$ cat src/rtl/cci_mpf_shim_wro_rsp_retire.sv
// Tracks the address hash of each WRO request issued to the FIU and emits one retire
// event per fully completed request. Multi-line and packed write responses are merged.
`timescale 1ns/1ps
module cci_mpf_shim_wro_rsp_retire #(
    parameter  int N_TAGS            = 128,
    parameter  int HASH_BITS         = 9,
    parameter  int RETIRE_FIFO_DEPTH = 8,
    localparam int TAG_W             = $clog2(N_TAGS)
) (
    input  logic                 clk,
    input  logic                 reset_n,

    input  logic                 alloc_valid,
    input  logic [TAG_W-1:0]     alloc_tag,
    input  logic [HASH_BITS-1:0] alloc_hash,
    input  logic                 alloc_is_write,
    input  logic [1:0]           alloc_num_lines,

    input  logic                 rsp_valid,
    input  logic [TAG_W-1:0]     rsp_tag,
    input  logic                 rsp_is_write,
    input  logic                 rsp_packed,

    output logic                 retire_valid,
    output logic [HASH_BITS-1:0] retire_hash,
    output logic                 retire_is_write,
    input  logic                 retire_ready,

    output logic                 rsp_almost_full,
    output logic [TAG_W:0]       active_cnt,
    output logic                 err_dup_alloc,
    output logic                 err_bad_rsp,
    output logic                 err_overflow
);

    localparam int PTR_W = $clog2(RETIRE_FIFO_DEPTH);
    localparam int CNT_W = PTR_W + 1;

    // Tag table
    logic [N_TAGS-1:0]    r_valid;
    logic [N_TAGS-1:0]    r_is_write;
    logic [HASH_BITS-1:0] r_hash      [N_TAGS];
    logic [1:0]           r_remaining [N_TAGS];

    // Retire FIFO: each word is {is_write, hash}
    logic [HASH_BITS:0]   r_fifo [RETIRE_FIFO_DEPTH];
    logic [PTR_W-1:0]     r_wr_ptr;
    logic [PTR_W-1:0]     r_rd_ptr;
    logic [CNT_W-1:0]     r_count;

    logic [TAG_W:0]       r_active_cnt;
    logic                 r_err_dup;
    logic                 r_err_bad;
    logic                 r_err_ovf;

    logic w_rsp_ok;
    logic w_rsp_bad;
    logic w_final;
    logic w_dec;
    logic w_alloc_old_valid;
    logic w_alloc_new;
    logic w_dup;
    logic w_full;
    logic w_pop;
    logic w_push;
    logic w_drop;

    // Response lookup sees the table as it was before this cycle's alloc.
    assign w_rsp_ok  = rsp_valid && r_valid[rsp_tag] && (r_is_write[rsp_tag] == rsp_is_write);
    assign w_rsp_bad = rsp_valid && !w_rsp_ok;
    assign w_final   = w_rsp_ok && ((rsp_is_write && rsp_packed) || (r_remaining[rsp_tag] == 2'd0));
    assign w_dec     = w_rsp_ok && !w_final;

    // An alloc only duplicates if the old entry survives this cycle's response.
    assign w_alloc_old_valid = r_valid[alloc_tag] && !(w_final && (rsp_tag == alloc_tag));
    assign w_alloc_new       = alloc_valid && !w_alloc_old_valid;
    assign w_dup             = alloc_valid && w_alloc_old_valid;

    assign w_full = (r_count == CNT_W'(RETIRE_FIFO_DEPTH));
    assign w_pop  = (r_count != '0) && retire_ready;
    assign w_push = w_final && (!w_full || w_pop);
    assign w_drop = w_final && w_full && !w_pop;

    always_ff @(posedge clk or negedge reset_n) begin
        if (!reset_n) begin
            r_valid <= '0;
        end else begin
            // NOTE: both writes may hit the same bit; the later non-blocking assignment wins, so alloc overrides the retire clear.
            if (w_final)     r_valid[rsp_tag]   <= 1'b0;
            if (alloc_valid) r_valid[alloc_tag] <= 1'b1;
        end
    end

    // NOTE: table payload and FIFO storage are not reset; valid bits and the FIFO count alone decide what is visible.
    always_ff @(posedge clk) begin
        if (w_dec) r_remaining[rsp_tag] <= r_remaining[rsp_tag] - 2'd1;
        if (alloc_valid) begin
            r_hash[alloc_tag]      <= alloc_hash;
            r_is_write[alloc_tag]  <= alloc_is_write;
            r_remaining[alloc_tag] <= alloc_num_lines;
        end
        if (w_push) r_fifo[r_wr_ptr] <= {r_is_write[rsp_tag], r_hash[rsp_tag]};
    end

    always_ff @(posedge clk or negedge reset_n) begin
        if (!reset_n) begin
            r_wr_ptr <= '0;
            r_rd_ptr <= '0;
            r_count  <= '0;
        end else begin
            if (w_push) r_wr_ptr <= r_wr_ptr + 1'b1;
            if (w_pop)  r_rd_ptr <= r_rd_ptr + 1'b1;
            case ({w_push, w_pop})
                2'b10:   r_count <= r_count + 1'b1;
                2'b01:   r_count <= r_count - 1'b1;
                default: r_count <= r_count;
            endcase
        end
    end

    always_ff @(posedge clk or negedge reset_n) begin
        if (!reset_n) begin
            r_active_cnt <= '0;
            r_err_dup    <= 1'b0;
            r_err_bad    <= 1'b0;
            r_err_ovf    <= 1'b0;
        end else begin
            case ({w_alloc_new, w_final})
                2'b10:   r_active_cnt <= r_active_cnt + 1'b1;
                2'b01:   r_active_cnt <= r_active_cnt - 1'b1;
                default: r_active_cnt <= r_active_cnt;
            endcase
            r_err_dup <= r_err_dup | w_dup;
            r_err_bad <= r_err_bad | w_rsp_bad;
            r_err_ovf <= r_err_ovf | w_drop;
        end
    end

    // Head is forced to zero when empty so stale storage never leaks out.
    assign retire_valid    = (r_count != '0);
    assign retire_hash     = retire_valid ? r_fifo[r_rd_ptr][HASH_BITS-1:0] : '0;
    assign retire_is_write = retire_valid ? r_fifo[r_rd_ptr][HASH_BITS]     : 1'b0;
    assign rsp_almost_full = (r_count >= CNT_W'(RETIRE_FIFO_DEPTH - 2));
    assign active_cnt      = r_active_cnt;
    assign err_dup_alloc   = r_err_dup;
    assign err_bad_rsp     = r_err_bad;
    assign err_overflow    = r_err_ovf;

endmodule

$ cat config.mk
export PLATFORM = sky130hd
export DESIGN_NAME = cci_mpf_shim_wro_rsp_retire
export DESIGN_NICKNAME = d
export VERILOG_FILES = /design/src/rtl/cci_mpf_shim_wro_rsp_retire.sv
export SDC_FILE = /design/constraint.sdc
export NUM_CORES = 2
export LEC_CHECK = 0
export ABC_AREA = 0
export CAP_MARGIN = 10
export CELL_PAD_IN_SITES_DETAIL_PLACEMENT = 1
export CELL_PAD_IN_SITES_GLOBAL_PLACEMENT = 1
export CORE_UTILIZATION = 45
export CTS_CLUSTER_DIAMETER = 200
export CTS_CLUSTER_SIZE = 40
export DETAILED_ROUTE_END_ITERATION = 10
export PLACE_DENSITY = 0.72
export SYNTH_ARGS = -nofsm -noshare
export SYNTH_HDL_FRONTEND = slang
export SYNTH_SLANG_ARGS = --single-unit
$ cat constraint.sdc
create_clock -name clk -period 8.2 [get_ports clk]
set_clock_uncertainty 0.1 [all_clocks]
set_input_delay 1.64 -clock clk [delete_from_list [all_inputs] [get_ports clk]]
set_output_delay 1.64 -clock clk [all_outputs]
set_load 0.01 [all_outputs]
# Word level (Yosys, flattened, before mapping)

Memories as Yosys holds them, arrays and structs flattened.
Index checks and enable logic that the tools add are counted.

Register bits: 277
Latch bits: 0
Bits in writable memories: 1488
Memory bits (read-only): 0
Input port bits: 33
Output and inout bits: 23
Word-level logic and storage cells: 88
Memories: 3

Memory list:

| name        | depth | bits a word | read ports | clocked after Yosys merged registers in | wr ports | line | text |
|---|---|---|---|---|---|---|---|
| r_hash      | 128   | 9           | 1          | 0                                       | 1        | 42   | `logic [HASH_BITS-1:0] r_hash [N_TAGS];` |
| r_remaining | 128   | 2           | 1          | 0                                       | 2        | 43   | `logic [1:0] r_remaining [N_TAGS];` |
| r_fifo      | 8     | 10          | 1          | 0                                       | 1        | 46   | `logic [HASH_BITS:0] r_fifo [RETIRE_FIFO_DEPTH];` |

Add/subtract/negate cells: 7
Multiply operators: 0
Divide/modulo/power cells: 0
$lt $le $gt $ge: 5
Eq/ne operators: 7
Shift-type cells: 0
Muxes and demuxes: 23
Bitwise operators: 6
Reduce and logical (&&, ||, !) cells: 28

Operator list:

| operator            | count |
|---|---|
| $mux 128            | 2 |
| $and 128x128->128   | 1 |
| $bwmux 128          | 1 |
| $not 128->128       | 1 |
| $or 128x128->128    | 1 |
| $bmux 1 s7          | 3 |
| $logic_and 1x1->1   | 16 |
| $lt 7x8->1 const B  | 2 |
| $pmux 8 s2          | 1 |
| $demux 1 s7         | 2 |
| $ge 7x1->1 const B  | 2 |
| $mux 1              | 12 |
| $mux 9              | 1 |
| $add 8x1->8 const B | 1 |
| $pmux 4 s2          | 1 |
| $sub 8x1->8 const B | 1 |
| $eq 7x7->1          | 1 |
| $add 3x1->3 const B | 2 |
| $logic_not 1->1     | 6 |
| $add 4x1->4 const B | 1 |
| $eq 2x1->1 const B  | 2 |
| $eq 2x2->1 const B  | 2 |
| $eq 4x4->1 const B  | 1 |
| $ge 4x3->1 const B  | 1 |
| 8 further kinds     | 12 |

# Depth between registers and ports, before layout

Word-level depth: 12
Depth in mapped cells: 30
Depth with buffers taken out: 23

# Worst setup path after synthesis

OpenSTA, ideal clock, no wires.

Path type: input -> register
Start: input rsp_tag[2]
End: register r_active_cnt[7], in the netlist active_cnt[7]
Library setup time: 0.080 ns
Arrival: 6.962 ns
Data required time: 8.020 ns
Slack: 1.058 ns
Stages: 30
Buffers on the path: 10
Path through: buf_2 buf_2 buf_4 buf_4 buf_4 buf_2 buf_2 buf_2 mux2i_1 nor2_1 a21oi_1 o221ai_1 o21ai_0 o2111a_1 ha_1 o21ai_0 mux2i_1 and2_1 clkbuf_1 buf_1 ha_1 ha_1 a21o_1 a21oi_1 o21bai_1 a21oi_1 o21bai_1 a21oi_1 mux2i_1 xnor2_1

Longest elaborated chain between the ends: 12
Elaborated cells on any way between the ends: 21
Classes of those cells: 4 x eq/ne; 5 x mux; 11 x reduce/logical; 1 x memory

RTL lines:

| what                                            | line | text |
|---|---|---|
| from (decl)                                     | 20   | `input logic [TAG_W-1:0] rsp_tag,` |
| $bmux 1 s7                                      | 69   | `assign w_rsp_ok = rsp_valid && r_valid[rsp_tag] && (r_is_write[rsp_tag] == rsp_is_write);` |
| $mux 1 (not written as such)                    | 69   |  |
| $eq 1x1->1 or $logic_and 1x1->1 (tied branches) | 69   |  |
| $logic_and 1x1->1                               | 69   |  |
| $logic_and 1x1->1                               | 71   | `assign w_final = w_rsp_ok && ((rsp_is_write && rsp_packed) \|\| (r_remaining[rsp_tag] == 2'd0));` |
| $logic_and 1x1->1                               | 75   | `assign w_alloc_old_valid = r_valid[alloc_tag] && !(w_final && (rsp_tag == alloc_tag));` |
| $logic_not 1->1                                 | 75   |  |
| $logic_and 1x1->1                               | 75   |  |
| $logic_not 1->1                                 | 76   | `assign w_alloc_new = alloc_valid && !w_alloc_old_valid;` |
| $logic_and 1x1->1                               | 76   |  |
| $eq 2x1->1 or $eq 2x2->1 (tied branches)        | 128  | `case ({w_alloc_new, w_final})` |
| $pmux 8 s2 or $reduce_bool 2->1 (tied branches) | n/a  |  |
| to (signal assigned)                            | 129  | `2'b10: r_active_cnt <= r_active_cnt + 1'b1;` |
| to (signal assigned)                            | 130  | `2'b01: r_active_cnt <= r_active_cnt - 1'b1;` |
| to (signal assigned)                            | 131  | `default: r_active_cnt <= r_active_cnt;` |
| to (decl)                                       | 51   | `logic [TAG_W:0] r_active_cnt;` |

Several ways; a longest one is shown, not always the timed one. The select of a mux whose other input is x is not followed.
A chain may end at the register's enable or synchronous reset.

# Worst setup path in the final report

Start: input rsp_tag[6]
End: register r_active_cnt[7], in the netlist active_cnt[7]

Same word-level chain as after synthesis.

==> impl_results.md <==
- Commonest non-fill, non-tap cell in the layout: edfxtp_1
- Initial antenna violation count: 26
- Fin. Hold Viols: 0
- Worst EP arrival: about 8.0 ns
- Multiplexer share of the synthesized area: 0.0638
- Final Non-Filler Cells: 7117
- Sequential power share: 0.628
- Row count: between 100 and 150
- Register bit count reported by yosys: 1765
- Cell depth of the worst flop-to-flop path: 22
- Peak VDD IR: 0.191 mV
- DRT Pass-1 Iters: 8
- Total track usage: 0.332
- CTS HTree Levels: 2
- Hold slack: 0.382 ns
- Slew Limit Fails: 0
- Clock Tree Buf Depth: 3
- Sequential area share after synthesis: 0.716
- Reg clk slew, reported paths: 0.15 ns
- IO Pins: 56
- Met1 wire length: 105000 um
- Final setup vio count: 0
- Static Leak: 0.0248 uW
- Clock period minus worst slack: about 7.4 ns
- Final WL: 276000 um
- Outcome: completed
- Simple-gate share of the synthesized area: 0.0528
- Die H: 405 um
- Post-Synth XOR/XNOR Area: 0.00276
- TNS Setup: 0 ns
- Vias in the first global route: 48500
- Combinational power share: 0.135
- Synthesized netlist cell count: 4906
- CTS resizes: 0
- Worst Setup Path Type: in -> reg
- Largest family of logic cells by synthesized area: compound AO/OA/AOI/OAI gates
- DRC: 0
- Mapped Area: 0.0730 sq mm
- Clock sink total: 1765
- Reg-to-Reg End: active_cnt[7]
- Initial drt markers: 8470
- Gr ovfl total: 0
- Wire length on met2: 121000 um
- Max-slew headroom: 0.0414
- Max Freq: between 0.1 and 0.15 GHz
- Synth Area per Inst: between 10 and 15 sq um
- Synth-to-Final Area Change: 7.23%
- Postcts setup bufs: 0
- Sw Pwr: 4240 uW
- Most used flip-flop cell after synthesis: edfxtp_1
- Layout cells sized above 1: 0.124
- Synth Area in Compound Gates: 0.132
- Detail Route Antenna Nets: 0
- Synthesis Warnings: 0
- RSZ-0062 raised after global routing: false
- Met3 wire length: approximately 33000 um
- Die width: approximately 400 um
- Clock power share: 0.238
- Dpl cell area: 0.0768 sq mm
- GPL Wtd Cong: 1.02
- EDFF count, synth: 1616
- Post-route cell area: a little under 0.08 sq mm
- Netlist cell types: 68
- Sw frac: 0.260
- DR top layer: met5
- Via Count: 49900
- First-pass GRT wire length: approximately 380000 um
- Worst EP required: 8.79 ns
- Slew @ Worst Pin: 1.43 ns
- Worst Path Max Fanout: 10
- HP Start: err_overflow
- CTS Hold Bufs: 0
- Initial core utilization: 0.454
- Cell internal power dissipation: 12100 uW
- Avg WL per Cell: a little under 40 um
- CTS tree: done
- Crit path capture type: register
- Port Buf Inserts: 55
- Startpoint types: input pin
- Largest net degree at the start of global routing: 89
- CTS root buf: clkbuf_16
- Core area: 0.161 sq mm
- Crit share post-route: 0.905
- Hold path cells: 1
- CTS buffer count: 50
- Reg-to-reg slack, setup: 2.25 ns
- Post-DP HPWL: 181000 um
- WHS Endpoint: err_overflow
- Hold WC Path Type: reg -> reg
- Cell Pwr Density: 209 mW/mm^2
- # Max-Cap Violations: 0
- Die area: ~0.16 sq mm
- Most frequent cells in the layout: 1616 x edfxtp_1, 370 x a22oi_1, 303 x nor2_1, 303 x buf_4, 226 x nand2_1
- Clk Latency, worst-skew pair: 0.78 ns
- Post-Synth Adder-Cell Area: 0.00278
- Post-Place Cells: around 7000
- R2r startpoint: r_remaining[20][1]
- Vias per std cell: 7.01
- Post-Syn Nets: between 4000 and 5000
- Critical path origin: rsp_tag[6]
- Async S/R FF share, synth: 0.0844
- Final net count: 4958
-- metal layers --
metal	global-route usage	up-vias
met5	0.00149	-
met4	0.173	18
met3	0.0729	702
met2	0.493	3607
met1	0.459	26100
li1	-	19500
-- layout make-up --
type                       count  area (sq um)
fill                       15700         82500
timing repair buffer         352          2830
multi-input combinational   2642         18600
clock inverter                 2          38.8
inverter                      99           372
clock buffer                  91          1430
tap                         2160          2700
antenna                        6          15.0
sequential                  1765         52300
-- metrics by stage --
stage | worst slack [ns] | util | total power, uW
after detailed placement | 0.406 | 0.478 | 12600
after CTS | 1.16 | 0.487 | 16300
after floorplan | 1.06 | - | 11600
after global placement | 0.389 | 0.478 | 12500
final | 0.775 | 0.487 | 16300
after global routing | 0.709 | 0.487 | 16600
-- kinds of logic after synthesis --
| family | Yosys count |
|---|---|
| AND/OR/NAND/NOR | 854 |
| adder cells (fa/ha/maj) | 15 |
| multiplexers | 363 |
| buffers and inverters | 499 |
| XOR/XNOR | 23 |
| flip-flops | 1765 |
| AO/OA/AOI/OAI | 1387 |
-- critical path: stages --
cell and delay, ns:
clkdlybuf4s50_1 0.87, and2_1 0.60, nand2_1 0.18, a31oi_1 0.07, or4_1 0.48, nor4_1 0.77, o2111a_1 0.37, ha_4 0.21
o21ai_0 0.09, mux2i_1 0.20, buf_4 0.18, a31oi_1 0.10, nand2b_1 0.21, ha_1 0.27, buf_4 0.19, ha_1 0.32
a21oi_1 0.22, o21bai_1 0.09, a21oi_1 0.23, o21bai_1 0.11, a21oi_1 0.19, mux2i_1 0.23, xnor2_1 0.14
-- flip-flops by register name (all words and copies together), names as in the netlist, 3 cells and up --
register	count
r_fifo	80
r_hash	1152
active_cnt	8
r_rd_ptr	3
r_remaining	256
r_valid	128
r_wr_ptr	3
r_is_write	128
r_count	4
-- synth_stat cells, types with 114 or more instances --
| library cell | n | area, sq um |
|---|---|---|
| dfrtp_1 | 149 | 3730 |
| buf_2 | 142 | 711 |
| nand2_1 | 226 | 848 |
| clkbuf_1 | 204 | 766 |
| mux2_2 | 154 | 1730 |
| a22o_1 | 114 | 998 |
| nor2_1 | 307 | 1150 |
| edfxtp_1 | 1616 | 48500 |
| a221oi_1 | 152 | 1330 |
| nor3_1 | 140 | 701 |
| o21ai_0 | 132 | 661 |
| mux2i_1 | 141 | 1410 |
| a22oi_1 | 370 | 2780 |
| a21oi_1 | 208 | 1040 |
| o22ai_1 | 130 | 813 |
-- worst max path at each step --
| stage | to | cells after the start |
|---|---|---|
| final | active_cnt[7] | 23 |
| after global routing | active_cnt[7] | 23 |
| after CTS | active_cnt[7] | 23 |
| after detailed placement | active_cnt[7] | 23 |
| after global placement | active_cnt[7] | 23 |
| after floorplan | active_cnt[7] | 30 |
-- power by group through the flow --
stage | Clock [uW] | Combinational (uW) | Sequential [uW]
2_1_floorplan | 0 | 1200 | 10400
3_3_place_gp | 0 | 2070 | 10400
3_5_place_dp | 0 | 2150 | 10400
4_1_cts | 3870 | 2150 | 10200
5_1_grt | 4090 | 2290 | 10300
6_report | 3880 | 2200 | 10200
Power figures use the tool's default switching activity.
